## config.mk

```make
export PLATFORM = sky130hd
export DESIGN_NAME = sram_bus_arbiter
export DESIGN_NICKNAME = d
export VERILOG_FILES = /design/src/rtl/sram_bus_arbiter.sv
export SDC_FILE = /design/constraint.sdc
export NUM_CORES = 1
export LEC_CHECK = 0
export CAP_MARGIN = 20
export CORE_AREA = 4 4 116 118
export DETAILED_ROUTE_END_ITERATION = 6
export DIE_AREA = 0 0 120 122
export PLACE_DENSITY = 0.78
export SLEW_MARGIN = 20
export SYNTH_ARGS = -nofsm -noshare
export SYNTH_HDL_FRONTEND = slang
export SYNTH_SLANG_ARGS = --single-unit
export TNS_END_PERCENT = 1
```

## constraint.sdc

```tcl
create_clock -name clk -period 4.84 [get_ports clk]
set_input_delay 0.968 -clock clk [delete_from_list [all_inputs] [get_ports clk]]
set_output_delay 0.968 -clock clk [all_outputs]
set_load 0.01 [all_outputs]
```

## src/rtl/sram_bus_arbiter.sv

```systemverilog
// ============================================================================
// Module      : sram_bus_arbiter
// Description : Shares one synchronous single-port SRAM between the core's
//               instruction and data buses through an IDLE/ISSUE/RESP
//               sequence.
//               Optional macro SRAM_ARB_ROUND_ROBIN_EN replaces the fixed
//               data-over-instruction priority with alternating priority.
// Revision    : 1.0 - initial release
// ============================================================================
`default_nettype none

module sram_bus_arbiter #(
    parameter int ADDR_W = 32,
    parameter int DATA_W = 32
) (
    input  logic                  clk,
    input  logic                  resetn,

    input  logic                  i_req,
    input  logic [DATA_W/8-1:0]   i_we,
    input  logic [ADDR_W-1:0]     i_addr,
    input  logic [DATA_W-1:0]     i_wdata,
    output logic [DATA_W-1:0]     i_rdata,
    output logic                  i_ack,

    input  logic                  d_req,
    input  logic [DATA_W/8-1:0]   d_we,
    input  logic [ADDR_W-1:0]     d_addr,
    input  logic [DATA_W-1:0]     d_wdata,
    output logic [DATA_W-1:0]     d_rdata,
    output logic                  d_ack,

    output logic                  sram_en,
    output logic [DATA_W/8-1:0]   sram_we,
    output logic [ADDR_W-1:0]     sram_addr,
    output logic [DATA_W-1:0]     sram_wdata,
    input  logic [DATA_W-1:0]     sram_rdata
);

    localparam logic c_GNT_I = 1'b0;
    localparam logic c_GNT_D = 1'b1;

    typedef enum logic [1:0] {
        ST_IDLE  = 2'd0,
        ST_ISSUE = 2'd1,
        ST_RESP  = 2'd2
    } state_t;

    state_t r_state;
    state_t w_state_nxt;
    logic   r_grant;
    logic   r_last;
    logic   w_req_i;
    logic   w_req_d;
    logic   w_load;
    logic   w_prefer_i;
    logic   w_sel;

    // Arbitration happens in IDLE and again in RESP, where the master just
    // served is masked so the other one can be issued without an IDLE gap.
    always_comb begin
        w_state_nxt = r_state;
        w_req_i     = 1'b0;
        w_req_d     = 1'b0;
        case (r_state)
            ST_IDLE: begin
                w_req_i = i_req;
                w_req_d = d_req;
            end
            ST_ISSUE: begin
                w_state_nxt = ST_RESP;
            end
            ST_RESP: begin
                w_req_i     = i_req && (r_grant != c_GNT_I);
                w_req_d     = d_req && (r_grant != c_GNT_D);
                w_state_nxt = ST_IDLE;
            end
            default: begin
                w_state_nxt = ST_IDLE;
            end
        endcase

        w_load = w_req_i || w_req_d;
        if (w_load) begin
            w_state_nxt = ST_ISSUE;
        end

`ifdef SRAM_ARB_ROUND_ROBIN_EN
        w_prefer_i = (r_last == c_GNT_D);
`else
        // last is kept up to date but has no say under fixed priority
        w_prefer_i = 1'b0 & r_last;
`endif
        w_sel = w_req_d && !(w_req_i && w_prefer_i);
    end

    always_ff @(posedge clk or negedge resetn) begin
        if (!resetn) begin
            r_state    <= ST_IDLE;
            r_grant    <= c_GNT_D;
            r_last     <= c_GNT_D;
            sram_en    <= 1'b0;
            sram_we    <= '0;
            sram_addr  <= '0;
            sram_wdata <= '0;
        end else begin
            r_state <= w_state_nxt;
            sram_en <= w_load;
            if (w_load) begin
                r_grant    <= w_sel;
                r_last     <= w_sel;
                sram_we    <= w_sel ? d_we    : i_we;
                sram_addr  <= w_sel ? d_addr  : i_addr;
                sram_wdata <= w_sel ? d_wdata : i_wdata;
            end
        end
    end

    assign i_ack   = (r_state == ST_RESP) && (r_grant == c_GNT_I);
    assign d_ack   = (r_state == ST_RESP) && (r_grant == c_GNT_D);
    assign i_rdata = sram_rdata;
    assign d_rdata = sram_rdata;

endmodule

`default_nettype wire

```

==> key figures <==
Outcome
  – Result of the run: completed

Final layout
  – Filler cells: 1116
  – Share of final-layout standard cells stronger than drive strength 1: 34.7%
  – Storage cell area: 1800 sq um
  – Final core occ: 48.8%
  – Layout overhead on the synthesized area: 50.3%
  – Layout Cell Area excl Fill: 6080 sq um
  – Post-layout nets: 617
  – Footprint of the multi-input gates: 1620 sq um
  – Antenna diode count: 0

Power
  – Total power per unit cell area: 587 nW/um^2
  – Worst voltage drop across the vdd grid: 0.000311 V
  – Static Leak: 0.00241 uW

Global route
  – Pin count of the biggest net entering global routing: 73
  – Antenna violations before repair: 0
  – Aggregate global-route resource usage: 16.2%
  – Wire length of the first global-routing pass: 18200 microns
  – Total congestion overflow: 0
  – Vias in the first global route: 3246

Clock network
  – Number of buffers between clock root and the deepest sink: 2
  – CTS Sinks: 72
  – Clock transition at the register clock pins on the worst setup and hold paths after CTS: 0.06 ns
  – H-tree lvl count: 3
  – Post-CTS Setup Repair Bufs: 0
  – Number of instances resized during post-cts repair: 0
  – Clock tree from TritonCTS: yes
  – Number of buffers created by CTS: 9
  – Number of buffers added to fix hold violations after cts: 0
  – Insertion delay to the later sink of the worst-skew pair: 0.33 ns
  – Root buffer selected by CTS: clkbuf_16

Detailed routing
  – Starting DRC count in detailed routing: 60
  – Top routing layer used: met4
  – DRT met1 WL: 4080 microns
  – Total wire length after detailed routing: 12000 microns
  – WL/cell: 19.4 microns
  – Post-route DRC: 0
  – Number of antenna-violating nets in the routed design: 0
  – Mean number of vias per cell: 4.53
  – Total vias in the final route: 2819
  – Routed length on met3: 1420 microns
  – Total met2 wirelength after detailed routing: 6320 microns
  – Drt pass-1 iters: 4

Timing
  – Summed negative setup slack over all endpoints: 0 ns
  – Setup Viol. Count Final: 0
  – Number of slew-limit violations in the final report: 0
  – Number of failing hold endpoints at the final stage: 0
  – Normalized max-slew margin: 32.2%
  – Setup repair after global routing missed its margin: false
  – Final Cycle Share: 61.6%
  – Timing-limited maximum frequency: 335 MHz
  – Worst Tran Pin Value: 1.02 ns
  – Worst clock skew on the final layout: 0.00472 ns
  – Final min period: 2.98 ns

Setup path
  – Critical Path Slowest Stage Cell: nand3b_4
  – Setup crit start kind: primary input
  – Crit-path leading delay family: multiplexers
  – Most common cell on crit path: mux2_2
  – Crit Path Class: primary input to flip-flop
  – R2R setup slack: 2.48 ns
  – Required arrival time at the worst endpoint: 5.05 ns
  – Launch instance of the worst register-to-register path: r_state[0]
  – Peak fanout along the critical path: 70
  – Worst path cell trace: clkdlybuf4s50_1 -> nand3b_4 -> mux2_2 -> mux2_2
  – Delay of the slowest critical-path stage: 0.71 ns
  – Worst r2r path cells: 3
  – Crit path buf inv count: 1
  – R2R Path End: sram_addr[3]
  – Worst setup EP type: flip-flop
  – Crit path arrival time: 3.20 ns

Synth
  – Mapped Avg Cell Area: 13.4 sq um
  – Synthesized cell area: 4050 sq um
  – Post-Synthesis Cells: 302
  – Number of nets produced by synthesis: 474
  – Count of cell types in the netlist: 19
  – Biggest area contributors in the synthesized netlist: dfrtp_1, mux2_2, buf_4
  – Biggest area consumer among synthesized cells: dfrtp_1
  – Post-synthesis register bit count: 72
  – Total of warnings raised by yosys: 0
  – Seq/Total Area, Yosys: 44.6%
  – Fraction of synthesized cell area taken by the top area cell type: 43.9%

Floorplan
  – Number of I/O pins: 307
  – Initial core utilization: 32.5%
  – Placeable Area: 12500 sq um
  – Number of placement rows: 41
  – Die area: 14600 sq um
  – Die outline width: 120 microns
  – Die span in y: 122 microns

Placement
  – Cell Area, Placed: 5760 sq um
  – Final weighted congestion in routability-driven placement: 0.727
  – Number of buffer cells added on primary ports: 210
  – Hpwl dp: 9320 microns

Min path
  – HP Start: r_state[1]
  – Tightest Hold Check Type: flip-flop to flip-flop
  – Worst hold stages: 1
  – Worst-case hold path end point: r_state[1]

Run
  – Max capacitance violation total: 0
-- per-layer routing --
metal / global-route usage, % / vias to the layer above
li1: - / 1275
met1: 16.7 / 1329
met2: 28.9 / 195
met3: 7.52 / 20
met4: 6.23 / 0
met5: 0 / -
-- worst max path at each step --
stage | cells past startpoint | slack [ns] | endpoint | from
2_1_floorplan | 1 | 2.78 | d_rdata[0] | sram_rdata[0]
5_1_grt | 4 | 1.74 | sram_wdata[0] | d_req
3_3_place_gp | 4 | 1.56 | sram_wdata[11] | d_req
6_report | 4 | 1.86 | sram_addr[3] | d_req
4_1_cts | 4 | 1.84 | sram_addr[3] | d_req
3_5_place_dp | 4 | 1.47 | sram_addr[3] | d_req
-- logic make-up (layout without fill, tap and decap cells) --
logic type             after synthesis  in the layout  share of synthesized area, %
DFF                                 72             72                          44.6
muxes                              135            135                          37.5
buffers and inverters               80            228                          15.4
and+or+nand+nor                     12             12                          2.07
AOI/OAI and AO/OA                    3              3                         0.464
-- sequential cells by signal (all words and copies together), names as in the netlist --
name        cells
sram_addr      32
r_grant         1
sram_we         4
sram_en         1
sram_wdata     32
r_state         2
-- where the power goes --
part | total (uW) | switching [uW] | internal (uW)
logic | 1790 | 668 | 1120
clock network | 695 | 254 | 441
registers | 1090 | 165 | 921
total | 3570 | 1090 | 2480
-- Yosys cell counts (all sizes together) --
cell / number
a21oi: 2
buf: 79
dfrtp: 71
dfstp: 1
inv: 1
mux2: 134
mux2i: 1
nand2: 2
nand2b: 1
nand3b: 2
nor2: 4
nor2b: 1
nor3: 2
o21ai: 1
-- cell type report --
class | count | area share [%]
inverter | 1 | 0.0617
timing repair buffer | 211 | 34.9
sequential | 72 | 29.7
clock inverter | 4 | 0.844
multi-input combinational | 150 | 26.7
clock buffer | 12 | 4.38
tap | 172 | 3.54
-- layout by cell type, fill, tap and decap left out --
cell	netlist	routed
a21oi_1	1	1
nor2b_1	1	1
nor2_1	4	4
clkbuf_8	0	3
nand3b_4	1	1
clkinv_2	0	1
buf_4	64	1
nand2b_1	1	1
buf_12	0	1
clkbuf_16	0	9
inv_1	1	1
dfrtp_1	71	71
nor3_1	1	1
mux2_2	134	134
clkinvlp_4	0	1
bufinv_16	0	1
nand2_1	2	2
nand3b_1	1	1
mux2i_1	1	1
clkdlybuf4s50_1	0	209
o21ai_0	1	1
a21oi_2	1	1
clkinv_4	0	1
nor3_4	1	1
dfstp_2	1	1
-- through the flow --
step                std cells  worst slack [ns]  total power, uW  hold WS, ns
finish                    622              1.86             3570        0.456
global route              622              1.74             3790        0.485
CTS                       622              1.84             3650        0.463
detailed placement        606              1.47             2920        0.453
global placement          606              1.56             2880        0.439
floorplan                 302              2.78             2080        0.426
Power figures use the tool's default switching activity.
